`src/rtl/vo_pix_if.sv`:
```
// Pixel pull handshake between the video timing controller and an FWFT pixel source.
// The controller (master) pops with pix_req; the source (slave) presents pix_valid/pix_rgb.
interface vo_pix_if;
  logic        pix_req;
  logic        pix_valid;
  logic [23:0] pix_rgb;

  modport master (output pix_req, input pix_valid, input pix_rgb);
  modport slave  (input pix_req, output pix_valid, output pix_rgb);
endinterface

```
`src/rtl/vo_timing_ctrl.sv`:
```
// Raster timing generator for the video-output PHY: counts h/v position, pulls pixels
// from an FWFT source and registers sync/de/rgb. Starts and stops only on frame boundaries.
module vo_timing_ctrl #(
  parameter int H_ACTIVE = 640,
  parameter int H_FP     = 16,
  parameter int H_SYNC   = 96,
  parameter int H_BP     = 48,
  parameter int V_ACTIVE = 480,
  parameter int V_FP     = 10,
  parameter int V_SYNC   = 2,
  parameter int V_BP     = 33,
  parameter bit HS_POL   = 1'b0,
  parameter bit VS_POL   = 1'b0
) (
  input  logic        i_vtc_clk,
  input  logic        i_vtc_rst_n,
  input  logic        i_en,
  input  logic        i_clr_status,
  vo_pix_if.master    pix,
  output logic        o_phy_hsync,
  output logic        o_phy_vsync,
  output logic        o_phy_de,
  output logic [7:0]  o_phy_red,
  output logic [7:0]  o_phy_green,
  output logic [7:0]  o_phy_blue,
  output logic        o_sof,
  output logic        o_busy,
  output logic        o_underflow
);

  localparam int H_TOTAL = H_ACTIVE + H_FP + H_SYNC + H_BP;
  localparam int V_TOTAL = V_ACTIVE + V_FP + V_SYNC + V_BP;
  localparam int HW      = $clog2(H_TOTAL);
  localparam int VW      = $clog2(V_TOTAL);

  localparam logic [HW-1:0] H_LAST   = HW'(H_TOTAL - 1);
  localparam logic [HW-1:0] H_ACT    = HW'(H_ACTIVE);
  localparam logic [HW-1:0] HS_START = HW'(H_ACTIVE + H_FP);
  localparam logic [HW-1:0] HS_END   = HW'(H_ACTIVE + H_FP + H_SYNC);
  localparam logic [VW-1:0] V_LAST   = VW'(V_TOTAL - 1);
  localparam logic [VW-1:0] V_ACT    = VW'(V_ACTIVE);
  localparam logic [VW-1:0] VS_START = VW'(V_ACTIVE + V_FP);
  localparam logic [VW-1:0] VS_END   = VW'(V_ACTIVE + V_FP + V_SYNC);

  typedef enum logic [1:0] {IDLE, RUN, DRAIN} state_t;

  state_t        state_q, state_d;
  logic [HW-1:0] h_q, h_d;
  logic [VW-1:0] v_q, v_d;
  logic          hsync_q, hsync_d;
  logic          vsync_q, vsync_d;
  logic          de_q, de_d;
  logic [23:0]   rgb_q, rgb_d;
  logic          sof_q, sof_d;
  logic          underflow_q, underflow_d;

  logic running, h_last, v_last, active, req, frame_end;

  always_comb begin
    running   = (state_q != IDLE);
    h_last    = (h_q == H_LAST);
    v_last    = (v_q == V_LAST);
    frame_end = h_last && v_last;
    active    = (h_q < H_ACT) && (v_q < V_ACT);
    req       = active && running;

    state_d = state_q;
    case (state_q)
      IDLE:    if (i_en) state_d = RUN;
      RUN:     if (!i_en) state_d = DRAIN;
      DRAIN:   if (i_en) state_d = RUN;
               else if (frame_end) state_d = IDLE;
      default: state_d = IDLE;
    endcase

    // Counters sit at 0 in IDLE so the first RUN cycle is always h=0, v=0.
    h_d = '0;
    v_d = '0;
    if (running) begin
      if (h_last) begin
        h_d = '0;
        v_d = v_last ? '0 : v_q + 1'b1;
      end else begin
        h_d = h_q + 1'b1;
        v_d = v_q;
      end
    end

    hsync_d = (running && h_q >= HS_START && h_q < HS_END) ? HS_POL : ~HS_POL;
    vsync_d = (running && v_q >= VS_START && v_q < VS_END) ? VS_POL : ~VS_POL;
    de_d    = req;
    rgb_d   = (req && pix.pix_valid) ? pix.pix_rgb : 24'h0;
    sof_d   = running && (h_q == '0) && (v_q == '0);

    // A fresh underflow beats a simultaneous clear so no event is lost.
    underflow_d = underflow_q;
    if (req && !pix.pix_valid) underflow_d = 1'b1;
    else if (i_clr_status)     underflow_d = 1'b0;
  end

  always_ff @(posedge i_vtc_clk or negedge i_vtc_rst_n) begin
    if (!i_vtc_rst_n) begin
      state_q     <= IDLE;
      h_q         <= '0;
      v_q         <= '0;
      hsync_q     <= ~HS_POL;
      vsync_q     <= ~VS_POL;
      de_q        <= 1'b0;
      rgb_q       <= 24'h0;
      sof_q       <= 1'b0;
      underflow_q <= 1'b0;
    end else begin
      state_q     <= state_d;
      h_q         <= h_d;
      v_q         <= v_d;
      hsync_q     <= hsync_d;
      vsync_q     <= vsync_d;
      de_q        <= de_d;
      rgb_q       <= rgb_d;
      sof_q       <= sof_d;
      underflow_q <= underflow_d;
    end
  end

  assign pix.pix_req  = req;
  assign o_phy_hsync  = hsync_q;
  assign o_phy_vsync  = vsync_q;
  assign o_phy_de     = de_q;
  assign o_phy_red    = rgb_q[23:16];
  assign o_phy_green  = rgb_q[15:8];
  assign o_phy_blue   = rgb_q[7:0];
  assign o_sof        = sof_q;
  assign o_busy       = running;
  assign o_underflow  = underflow_q;

endmodule

```
`src/flat_wrapper.sv`:
```
// flat-port wrapper written by rule: the top's interface ports become plain ports
module vo_timing_ctrl_flat 
#(
  parameter int H_ACTIVE = 640,
  parameter int H_FP     = 16,
  parameter int H_SYNC   = 96,
  parameter int H_BP     = 48,
  parameter int V_ACTIVE = 480,
  parameter int V_FP     = 10,
  parameter int V_SYNC   = 2,
  parameter int V_BP     = 33,
  parameter bit HS_POL   = 1'b0,
  parameter bit VS_POL   = 1'b0
)
  (i_vtc_clk, i_vtc_rst_n, i_en, i_clr_status, o_phy_hsync, o_phy_vsync, o_phy_de, o_phy_red, o_phy_green, o_phy_blue, o_sof, o_busy, o_underflow, pix_pix_req, pix_pix_valid, pix_pix_rgb);
  vo_pix_if pix_i ();
  input  logic i_vtc_clk;
  input  logic i_vtc_rst_n;
  input  logic i_en;
  input  logic i_clr_status;
  output logic o_phy_hsync;
  output logic o_phy_vsync;
  output logic o_phy_de;
  output logic [7:0] o_phy_red;
  output logic [7:0] o_phy_green;
  output logic [7:0] o_phy_blue;
  output logic o_sof;
  output logic o_busy;
  output logic o_underflow;
  output wire logic [$bits(pix_i.pix_req)-1:0] pix_pix_req;
  input wire logic [$bits(pix_i.pix_valid)-1:0] pix_pix_valid;
  input wire logic [$bits(pix_i.pix_rgb)-1:0] pix_pix_rgb;
  assign pix_pix_req = pix_i.pix_req;
  assign pix_i.pix_valid = pix_pix_valid;
  assign pix_i.pix_rgb = pix_pix_rgb;
  vo_timing_ctrl #(.H_ACTIVE(H_ACTIVE), .H_FP(H_FP), .H_SYNC(H_SYNC), .H_BP(H_BP), .V_ACTIVE(V_ACTIVE), .V_FP(V_FP), .V_SYNC(V_SYNC), .V_BP(V_BP), .HS_POL(HS_POL), .VS_POL(VS_POL)) u_core (.i_vtc_clk(i_vtc_clk), .i_vtc_rst_n(i_vtc_rst_n), .i_en(i_en), .i_clr_status(i_clr_status), .pix(pix_i), .o_phy_hsync(o_phy_hsync), .o_phy_vsync(o_phy_vsync), .o_phy_de(o_phy_de), .o_phy_red(o_phy_red), .o_phy_green(o_phy_green), .o_phy_blue(o_phy_blue), .o_sof(o_sof), .o_busy(o_busy), .o_underflow(o_underflow));
endmodule
```
`config.mk`:
```
export PLATFORM = sky130hd
export DESIGN_NAME = vo_timing_ctrl_flat
export DESIGN_NICKNAME = d
export VERILOG_FILES = /design/src/rtl/vo_pix_if.sv /design/src/rtl/vo_timing_ctrl.sv /design/src/flat_wrapper.sv
export SDC_FILE = /design/constraint.sdc
export NUM_CORES = 1
export LEC_CHECK = 0
export ABC_CLOCK_PERIOD_IN_PS = 4500
export CORE_ASPECT_RATIO = 0.9
export CORE_MARGIN = 2
export CORE_UTILIZATION = 26
export DETAILED_ROUTE_END_ITERATION = 8
export PLACE_DENSITY = 0.49
export SLEW_MARGIN = 20
export SYNTH_ARGS = -nofsm -noshare
export SYNTH_HDL_FRONTEND = slang
export SYNTH_SLANG_ARGS = --single-unit
```
`constraint.sdc`:
```
create_clock -name i_vtc_clk -period 4.5 [get_ports i_vtc_clk]
set_clock_uncertainty 0.05 [all_clocks]
set_input_delay 0.45 -clock i_vtc_clk [delete_from_list [all_inputs] [get_ports i_vtc_clk]]
set_output_delay 0.45 -clock i_vtc_clk [all_outputs]
set_load 0.03 [all_outputs]
```
; Yosys cells after proc, flatten, opt, wreduce, memory -nomap -nowiden
; Index checks and enable logic that the tools add are counted.
[word_totals]
register_bits = 51
elab_cells = 58
[classes]
n_addsub = 2
magnitude_cmp = 6
n_eq_ne = 8
mux = 15
n_reduce_logical = 18
[op_table]
columns = op, n
row1 = two-way mux 10 bit, 5
row2 = two-way mux 24 bit, 1
row3 = adder 10 x 1 -> 10 bit (second input constant), 2
row4 = equality test 10 bit (second input constant), 2
row5 = logical NOT 10 bit, 2
row6 = < comparator 10 bit (second input constant), 2
row7 = < comparator 10 x 9 -> 1 bit (second input constant), 2
row8 = logical AND 1 bit, 11
row9 = greater-or-equal comparator 10 bit (second input constant), 1
row10 = greater-or-equal comparator 10 x 9 -> 1 bit (second input constant), 1
row11 = two-way mux 2 bit, 4
row12 = case mux 2 bit (3 select lines), 1
row13 = two-way mux 1 bit, 4
row14 = != test 2 bit (second input constant), 2
row15 = nonzero test 2 bit, 2
row16 = != test 3 x 2 -> 1 bit (second input constant), 1
row17 = AND reduction 3 bit, 1
row18 = equality test 2 x 1 -> 1 bit (second input constant), 1
row19 = equality test 2 bit (second input constant), 1
row20 = logical NOT 2 bit, 1
row21 = != test 2 x 1 -> 1 bit (second input constant), 1
row22 = logical NOT 1 bit, 1

; Logic depth before layout (Yosys ltp)
; Gate-level depths: netlist (run 1).
[logic_depth]
word_depth = 5
depth_mapped = 6
mapped_depth_nobuf = 6

; Worst setup path before layout (run 1)
; OpenSTA, ideal clock, no wires.
[synth_timing]
path_type = register -> output
from = register u_core.v_q[9]
to = output port pix_pix_req
arrival_time_ns = 1.426
required_time_ns = 4.000
setup_slack_ns = 2.574
stages_incl_launch_ff = 5
n_path_buf = 2
path_cell_list = dfrtp_1 > o21bai_1 > and4b_1 > clkbuf_1 > clkbuf_1
[synth_via]
elab_chain_len = 3
[synth_rtl]
columns = item, line_no
row1 = "start, declared", vo_timing_ctrl.sv:49  ; logic [VW-1:0] v_q, v_d;
row2 = "start signal, assigned", vo_timing_ctrl.sv:115  ; v_q <= v_d;
row3 = < comparator 10 x 9 -> 1 bit, vo_timing_ctrl.sv:64  ; active = (h_q < H_ACT) && (v_q < V_ACT);
row4 = logical AND 1 bit, vo_timing_ctrl.sv:64
row5 = logical AND 1 bit, vo_timing_ctrl.sv:65  ; req = active && running;
row6 = "end, declared", flat_wrapper.sv:30  ; output wire logic [$bits(pix_i.pix_req)-1:0] pix_pix_req;
; No other way between the ends.

; Worst setup path in the final report (run 1)
; Ends and elaborated chain as after synthesis.

==> summary.txt, run 1 <==
Hold Path Class: input pin to async pin
Core Area: 0.00811 mm2
P&R area growth vs syn: 36.3%
I/O Buffers: 59
Grt met3 use: 3.08%
Clk sinks: 51
Clock latency on the worst-skew pair: 0.30 ns
Setup crit start kind: flop
Iteration-0 DRC Markers: 54
Max stage delay cell, worst path: clkdlybuf4s50_1
Cell Rows: 31
Worst Setup End Kind: primary output
Crit path kind: flop to primary output
Overall Global Routing Usage: 11.6%
Highest clock rate: 374 MHz
Ys Warns: 0
TritonCTS clock tree: done
Slew HR: 51.9%
RSZ-0062 raised after global routing: no
Number of global-route vias before repair: 1653
Post-synth net total: 223
Max clock buf depth: 2
DRC: 0
Starting Density: 26.9%
Hold buffers post-CTS: 0
Outcome: finished clean
MaxCap Viol Count: 0
H-tree Lvls: 2
Critical path peak fanout: 27
Grt met1 use: 16.5%
Clock transition at path regs: 0.09 ns
Post_cts resized: 0
Crit path time final: 2.68 ns
CP peak stage delay: 0.72 ns
Netlist cell types: 45
Mapped Cells: 190
CTS buffer count: 5
FF+latch count, synth: 51
Largest net degree at the start of global routing: 52
Slew Limit Fails: 0
Die height: 91.0 um
Total die area: 0.00915 mm2
DR vias/cell: 4.67
Worst-Margin Slew: 0.719 ns
Grt met2 use: 17.1%
Final hold violations: 0
First-pass GRT wire length: 8.45 mm
Cell Chain, Critical Path: o21bai_1 > and4b_1 > buf_4 > clkdlybuf4s50_1
Seq/Total Area, Yosys: 58.5%
Arrival time worst endpoint: 2.18 ns
Total chip power: 1.09 mW
Final hold slack: 0.198 ns
Worst VDD drop: 0.126 mV
Power density over cell area: 367 mW/mm2
Clock Tree Root: clkbuf_8
Average size of a mapped cell: 11.5 um2
Postcts setup bufs: 0
WL final: 4.99 mm
Mapped cell area: 0.00218 mm2
Leak: 1.33 nW
GR Overflow Total: 0
IO Pins: 60
Routed wire per std cell: 14.3 um
1st-pass router iterations: 4
Final antenna-violating net count: 0
Gp weighted congestion: 0.816
Number of antenna diodes: 0
CP required: 4.00 ns
GRT Max-Usage Layer: met2
DP HPWL: 3.49 mm
Final TNS setup: 0 ns
Tcrit/Tclk final: 59.4%
Final net count: 284
Initial antenna violation count: 0
Chip Width: 101 um
Routed vias: 1634
Final setup viols: 0
Layout cells sized above 1: 7.97%
## routing by layer
layer	wire, um	up-vias
li1	-	801
met1	2410	788
met2	2290	36
met3	219	9
met4	74	0
met5	0	-
## registers in the layout, summed over array words and instances, names as in the netlist
signal	cells
u_core.o_phy_vsync	1
u_core.o_phy_hsync	1
u_core.o_sof	1
u_core.h_q	10
u_core.o_phy_de	1
u_core.v_q	10
u_core.rgb_q	24
u_core.o_underflow	1
u_core.state_q	2
## cell families (layout without fill, tap and decap cells)
kind of cell               count (synthesis)  in the layout  share of synthesized area (%)
buffers and inverters                     16             77                           3.26
adders and majority gates                  4              4                           2.29
muxes                                      1              1                          0.687
xor gates and xnor gates                   7              7                           2.81
AOI/OAI and AO/OA                         28             28                           10.4
DFF                                       51             51                           58.5
and+or+nand+nor                           83             83                           22.1
## final timing paths
kind                                    start       endpoint  slack [ns]  cells past startpoint
max in group asynchronous         i_vtc_rst_n  u_core.h_q[5]        3.78                      2
worst max register to register  u_core.h_q[7]  u_core.v_q[4]        2.24                      4
worst min register to register  u_core.h_q[0]  u_core.h_q[0]        0.47                      1
worst min-delay path              i_vtc_rst_n  u_core.v_q[4]        0.20                      2
worst max-delay path            u_core.v_q[9]    pix_pix_req        1.82                      4
min in group i_vtc_clk          u_core.h_q[0]  u_core.h_q[0]        0.47                      1
## critical path: cells and delay by family, from the launching register on
family / cells / cell delay, ns
flops: 1 / 0.43
simple gates: 1 / 0.26
buf+inv: 2 / 0.98
compound gates: 1 / 0.19
## synth_stat cells (all sizes together)
library cell / number / share of area [%]
nor3: 5 / 1.1
dfstp: 2 / 2.4
or2: 1 / 0.29
o31a: 1 / 0.40
inv: 9 / 1.5
o31ai: 5 / 2.3
nand3: 7 / 1.6
a41oi: 1 / 0.40
a22o: 4 / 1.6
nand4: 4 / 1.1
o211ai: 3 / 1.0
clkbuf: 5 / 0.86
ha: 4 / 2.3
o2bb2a: 1 / 0.46
buf: 2 / 0.86
nand2: 8 / 1.4
mux2: 1 / 0.69
o21bai: 1 / 0.34
a21oi: 1 / 0.23
o21ai: 6 / 1.5
o22ai: 1 / 0.29
and2: 3 / 0.86
nand4b: 1 / 0.40
nor4: 4 / 1.1
or3: 2 / 0.80
and3: 29 / 8.3
xnor2: 4 / 1.6
nand3b: 1 / 0.34
nor2b: 3 / 0.86
and4b: 1 / 0.46
a21boi: 1 / 0.34
a211oi: 2 / 0.92
nor2: 11 / 2.0
a41o: 1 / 0.46
dfrtp: 49 / 56
or4b: 1 / 0.63
xor2: 3 / 1.2
or4: 2 / 0.69
## cell usage in the layout, fill, tap and decap left out, types with 4 or more instances in the layout
master	count
a22o_1	4
and3_1	29
clkbuf_8	5
clkdlybuf4s50_1	58
dfrtp_1	49
ha_1	4
inv_1	9
nand2_1	8
nand3_1	7
nand4_1	4
nor2_1	10
nor3_1	5
nor4_1	4
o31ai_1	4
xnor2_1	4
## through the flow
| stage | setup WS (ns) | cell area [um2] | instances | util, % |
|---|---|---|---|---|
| floorplan | 2.57 | 2180 | 190 | - |
| global placement | 2.18 | 2870 | 343 | 35.4 |
| detailed placement | 2.16 | 2870 | 343 | 35.4 |
| CTS | 1.82 | 2980 | 350 | 36.7 |
| global route | 1.72 | 2980 | 350 | 36.7 |
| finish | 1.82 | 2980 | 350 | 36.7 |
## layout make-up
class                   count  area, um2
clock buffers               5       68.8
well taps                  99        124
clock inverters             2       37.5
fillers                   812       5130
inverters                   9       33.8
multi-input cells         123        835
repair buffers             61        601
flip-flops and latches     51       1280
## where the power goes
part           total, mW  leakage, nW  switching [mW]  internal (mW)
clock              0.314       0.0502           0.151          0.163
combinational      0.229        0.609           0.123          0.106
sequential         0.549        0.671          0.0488          0.500
(Power assumes the default switching activity.)
==> run 2: changes to the inputs <==
--- a/config.mk
+++ b/config.mk
@@ -5,7 +5,7 @@
 export SDC_FILE = /design/constraint.sdc
 export NUM_CORES = 1
 export LEC_CHECK = 0
-export ABC_CLOCK_PERIOD_IN_PS = 4500
+export ABC_CLOCK_PERIOD_IN_PS = 2720
 export CORE_ASPECT_RATIO = 0.9
 export CORE_MARGIN = 2
 export CORE_UTILIZATION = 26
==> constraint.sdc (replaced) <==
create_clock -name i_vtc_clk -period 2.72 [get_ports i_vtc_clk]
set_clock_uncertainty 0.05 [all_clocks]
set_input_delay 0.272 -clock i_vtc_clk [delete_from_list [all_inputs] [get_ports i_vtc_clk]]
set_output_delay 0.272 -clock i_vtc_clk [all_outputs]
set_load 0.03 [all_outputs]
==> run 2 against run 1 <==
Against the previous run: combinational power grew 69%; largest power group unchanged; largest cell class unchanged; critical path type unchanged; utilization grew 0.28 points; setup slack lost 1.4 ns; via count grew 1.2%.
==> summary.txt, run 2 (synthesized netlist as in run 1, its figures left out) <==
Clk sinks: 51 (unchanged)
Slew Limit Fails: 0 (unchanged)
CP peak stage delay: 0.65 ns (-0.07 ns)
Chip Width: 101 um (unchanged)
First-pass GRT wire length: 8.38 mm (-0.82%)
IO Pins: 60 (unchanged)
Area occupied by multi-input gates: 835 um2 (unchanged)
MaxCap Viol Count: 0 (unchanged)
Leak: 1.34 nW (+0.82%)
Combinational power share: 22.1% (+1.1 points)
Post-Route Utilization: 37.0% (+0.28 points)
CP required: 2.40 ns (-1.60 ns)
Cell Rows: 31 (unchanged)
Initial antenna violation count: 0 (unchanged)
WP buf/inv: 2 (unchanged)
Power density over cell area: 586 mW/mm2 (+60%)
Most frequent cells in the layout: clkdlybuf4s50_1 (58), dfrtp_1 (49), and3_1 (29)
Setup WS post-layout: 0.405 ns (-1.42 ns)
Pre-CTS setup slack: 0.703 ns (-1.46 ns)
TritonCTS clock tree: done
Routed vias: 1654 (+1.2%)
Routed wire per std cell: 14.5 um (+1.6%)
Final setup viols: 0 (unchanged)
Clock power share: 26.4% (-2.3 points)
Hold buffers post-CTS: 1 (+1)
Switch share: 30.8% (+1.2 points)
I/O Buffers: 59 (unchanged)
DRC: 0 (unchanged)
Final hold slack: 0.457 ns (+0.259 ns)
Fill cells: 780 (-3.9%)
Placed instance area: 0.00289 mm2 (+0.70%)
Overall Global Routing Usage: 11.5% (-0.10 points)
Outcome: finished clean
Reg with most FFs: u_core.rgb_q
Final TNS setup: 0 ns (unchanged)
Delay-heaviest family, CP: buffers and inverters
Fin area: 0.00300 mm2 (+0.76%)
P&R area growth vs syn: 37.3%
Cell Chain, Critical Path: nor2_1 > inv_1 > clkdlybuf4s50_1
Largest net degree at the start of global routing: 28 (-46%)
Biggest regs: u_core.rgb_q (24), u_core.h_q (10), u_core.v_q (10)
Tcrit/Tclk final: 85.1%
1st-pass router iterations: 4 (unchanged)
Final hold violations: 0 (unchanged)
Arrival time worst endpoint: 1.99 ns (-0.19 ns)
Highest clock rate: 432 MHz
Net switching power: 0.542 mW (+68%)
Total die area: 0.00915 mm2 (unchanged)
Worst Setup End Kind: primary output
Gp weighted congestion: 0.784 (-3.9%)
Worst VDD drop: 0.210 mV (+67%)
Slew HR: 50.2% (-1.7 points)
Max reg flops: 24 (unchanged)
Max clock buf depth: 2 (unchanged)
Layout cells sized above 1: 8.66% (+0.69 points)
Die height: 91.0 um (unchanged)
Crit path kind: flop to primary output
Core Area: 0.00811 mm2 (unchanged)
Clock Tree Root: clkbuf_8
Final antenna-violating net count: 0 (unchanged)
Hold Path Class: flop to flop
Post_cts resized: 0 (unchanged)
Final net count: 286 (+0.70%)
Number of global-route vias before repair: 1634 (-1.1%)
RSZ-0062 raised after global routing: no
Most common cell after layout, fill and taps aside: clkdlybuf4s50_1
Clock transition at path regs: 0.10 ns (about the same)
Iteration-0 DRC Markers: 71 (+31%)
Starting Density: 26.9% (unchanged)
Worst-Margin Slew: 0.745 ns (+0.0259 ns)
Number of antenna diodes: 0 (unchanged)
CTS buffer count: 5 (unchanged)
FF+latch area: 0.00128 mm2 (unchanged)
Max stage delay cell, worst path: clkdlybuf4s50_1
Clock latency on the worst-skew pair: 0.29 ns (about the same)
Sequential share of power: 51.5% (+1.2 points)
H-tree Lvls: 2 (unchanged)
DP HPWL: 3.67 mm (+5.0%)
Setup crit start kind: flop
DR vias/cell: 4.69 (+0.36%)
Crit path time final: 2.31 ns
GR Overflow Total: 0 (unchanged)
Postcts setup bufs: 0 (unchanged)
Critical path peak fanout: 7 (-74%)
Power Internal: 1.22 mW (+58%)
WL final: 5.11 mm (+2.4%)
## run 2: worst register-to-register path, delay by kind of cell, from the launching register on
kind               cells  cell delay (ns)
AOI/OAI and AO/OA      2             0.60
DFF                    1             0.45
and+or+nand+nor        2             0.83
## run 2: metrics by stage
stage / total power, mW / cells
3_5_place_dp: 1.31 / 344
3_3_place_gp: 1.31 / 344
6_report: 1.76 / 353
2_1_floorplan: 1.13 / 190
4_1_cts: 1.79 / 353
5_1_grt: 1.87 / 353
## run 2: final timing paths
path	from	to	slack, ns	depth (start not counted)
setup / recovery	u_core.state_q[0]	o_busy	0.41	3
setup reg to reg	u_core.h_q[7]	u_core.v_q[8]	0.70	4
hold reg to reg	u_core.h_q[0]	u_core.h_q[0]	0.46	1
min in group asynchronous	i_vtc_rst_n	u_core.v_q[0]	0.47	2
max in group asynchronous	i_vtc_rst_n	u_core.h_q[6]	1.59	3
hold / removal	u_core.h_q[0]	u_core.h_q[0]	0.46	1
## run 2: layer usage
layer  up-vias  part of all wire, %  global-route usage, %
li1        810                    -                      -
met5         -                    0                      0
met4         0                    0                   2.05
met3         0                  4.8                   3.31
met2        42                   47                   17.1
met1       802                   49                   16.7
## run 2: area by class of cell
cell class	instances	area share, %
sequential	51	42.6
multi-input combinational	123	27.8
timing repair buffer	63	21.0
tap	99	4.13
clock buffer	6	2.75
inverter	9	1.13
clock inverter	2	0.542
## run 2: power by group through the flow
stage | clock [mW] | sequential (mW) | combinational (mW)
floorplan | 0 | 0.957 | 0.172
global placement | 0 | 0.922 | 0.390
detailed placement | 0 | 0.919 | 0.390
CTS | 0.491 | 0.905 | 0.393
global route | 0.524 | 0.919 | 0.430
finish | 0.465 | 0.905 | 0.388
==> run 3: changes to the inputs <==
--- a/config.mk
+++ b/config.mk
@@ -6,11 +6,12 @@
 export NUM_CORES = 1
 export LEC_CHECK = 0
 export ABC_CLOCK_PERIOD_IN_PS = 2720
+export CAP_MARGIN = 20
 export CORE_ASPECT_RATIO = 0.9
 export CORE_MARGIN = 2
-export CORE_UTILIZATION = 26
+export CORE_UTILIZATION = 42
 export DETAILED_ROUTE_END_ITERATION = 8
-export PLACE_DENSITY = 0.49
+export PLACE_DENSITY = 0.72
 export SLEW_MARGIN = 20
 export SYNTH_ARGS = -nofsm -noshare
 export SYNTH_HDL_FRONTEND = slang
==> run 3 against run 2 <==
Against the previous run: via count is 1.3% higher; flip-flop and latch count stayed put; total power rose by 4.2%; critical endpoint unchanged; largest cell class unchanged; critical path depth unchanged; clock power grew 17%; sequential share of layout area up 0.63 points; largest power group unchanged; count of clock-buffer cells in the layout unchanged; register-to-register slack worse by 0.19 ns.
==> summary.txt, run 3 (synthesized netlist as in run 1, its figures left out) <==
Placed instance area: 0.00283 mm2 (-2.2%)
Crit path time final: 2.38 ns (+0.0692 ns)
Routed vias: 1676 (+1.3%)
Biggest regs: u_core.rgb_q (24), u_core.h_q (10), u_core.v_q (10)
Setup crit start kind: flop
Reg2reg start: u_core.h_q[7]
Most frequent cells in the layout: clkdlybuf4s50_1 (58), dfrtp_1 (49), and3_1 (29)
Clk sinks: 51 (unchanged)
DR vias/cell: 5.27 (+12%)
MaxCap Viol Count: 0 (unchanged)
WL final: 5.09 mm (-0.35%)
I/O Buffers: 59 (unchanged)
RSZ-0062 raised after global routing: no
Crit path kind: flop to primary output
Final antenna-violating net count: 0 (unchanged)
Die height: 72.4 um (-20%)
Max reg flops: 24 (unchanged)
DRC: 0 (unchanged)
Highest clock rate: 419 MHz (-2.9%)
First-pass GRT wire length: 8.18 mm (-2.4%)
Final setup viols: 0 (unchanged)
Final net count: 285 (-0.35%)
Iteration-0 DRC Markers: 179 (+150%)
Worst-Margin Slew: 0.654 ns (-0.0917 ns)
Postcts setup bufs: 0 (unchanged)
Overall Global Routing Usage: 19.0% (+7.5 points)
Gp weighted congestion: 0.864 (+10%)
Slew Limit Fails: 0 (unchanged)
Chip Width: 80.0 um (-20%)
RR Endpoint: u_core.v_q[8]
CTS buffer count: 5 (unchanged)
Max clock buf depth: 2 (unchanged)
Cell Rows: 24 (-23%)
Layout cells sized above 1: 8.30% (-0.36 points)
Starting Density: 44.4% (+17 points)
Clock Tree Root: clkbuf_8
Tcrit/Tclk final: 87.7% (+2.5 points)
Cell Chain, Critical Path: nor2_1 > inv_1 > clkdlybuf4s50_1
Worst Reg-to-Reg Cells: 4 (unchanged)
Outcome: finished clean
Final hold violations: 0 (unchanged)
CP peak stage delay: 0.65 ns (about the same)
DP HPWL: 3.62 mm (-1.2%)
Total die area: 0.00580 mm2 (-37%)
Hold Path Class: input pin to async pin
Arrival time worst endpoint: 2.06 ns (+0.07 ns)
H-tree Lvls: 2 (unchanged)
1st-pass router iterations: 4 (unchanged)
Reg with most FFs: u_core.rgb_q
Leak: 1.35 nW (+0.31%)
Critical path peak fanout: 7 (unchanged)
Clock transition at path regs: 0.09 ns (about the same)
Final TNS setup: 0 ns (unchanged)
Worst Setup End Kind: primary output
Initial antenna violation count: 0 (unchanged)
Number of global-route vias before repair: 1579 (-3.4%)
Core Area: 0.00492 mm2 (-39%)
TritonCTS clock tree: done
Worst VDD drop: 0.296 mV (+41%)
P&R area growth vs syn: 35.3%
IO Pins: 60 (unchanged)
Number of antenna diodes: 0 (unchanged)
Max stage delay cell, worst path: clkdlybuf4s50_1
Fin area: 0.00296 mm2 (-1.5%)
Reg2reg setup slack: 0.51 ns (-0.19 ns)
Most common cell after layout, fill and taps aside: clkdlybuf4s50_1
Power density over cell area: 620 mW/mm2 (+5.8%)
Routed wire per std cell: 16.0 um (+11%)
CP required: 2.40 ns (about the same)
Slew HR: 56.3% (+6.1 points)
Largest net degree at the start of global routing: 35 (+25%)
GR Overflow Total: 0 (unchanged)
Clock latency on the worst-skew pair: 0.30 ns (about the same)
[run 3: area by class of cell]
cell class,count,area [um2]
timing repair buffer,62,611
clock buffer,6,82.6
fill,423,1970
clock inverter,2,35.0
tap,65,81.3
sequential,51,1280
inverter,9,33.8
multi-input combinational,123,835
[run 3: where the power goes]
part           switching [mW]  leakage, nW  total [mW]  internal [mW]
Combinational           0.204        0.613       0.381          0.176
Sequential             0.0817        0.671       0.909          0.828
Clock                   0.245       0.0612       0.543          0.298
[run 3: metal layers]
layer,GRT usage (%),routed length (um)
met3,4.60,205
met1,24.9,2170
met5,0,0
met4,7.16,101
met2,30.6,2620
[run 3: critical path, delay by kind of cell, from the launching register on]
kind | cells | cell delay (ns)
flops | 1 | 0.43
simple gates | 1 | 0.41
buf+inv | 2 | 0.92
[run 3: through the flow]
step / setup WS (ns) / util (%) / std cells / power (mW) / hold slack [ns]
2_1_floorplan: 0.916 / - / 190 / 1.13 / -0.0736
3_3_place_gp: 0.603 / 57.4 / 309 / 1.29 / 0.170
3_5_place_dp: 0.517 / 57.4 / 309 / 1.30 / 0.173
4_1_cts: 0.282 / 60.0 / 318 / 1.85 / 0.366
5_1_grt: 0.170 / 60.0 / 318 / 1.94 / 0.399
6_report: 0.336 / 60.0 / 318 / 1.83 / 0.363
[run 3: repair_timing]
| item | in CTS | in global routing |
|---|---|---|
| endpoints found under the hold margin | 16 | 0 |
| resized for setup | 0 | 0 |
| hold buffers | 1 | 0 |
[run 3: how the worst max path moves through the flow]
stage                                  from            end  cells after the start
after floorplan               u_core.h_q[7]  u_core.v_q[7]                      5
after global placement        u_core.h_q[7]  u_core.v_q[3]                      4
after detailed placement      u_core.h_q[7]  u_core.v_q[8]                      4
after CTS                 u_core.state_q[0]         o_busy                      3
after global routing      u_core.state_q[0]         o_busy                      3
final                     u_core.state_q[0]         o_busy                      3
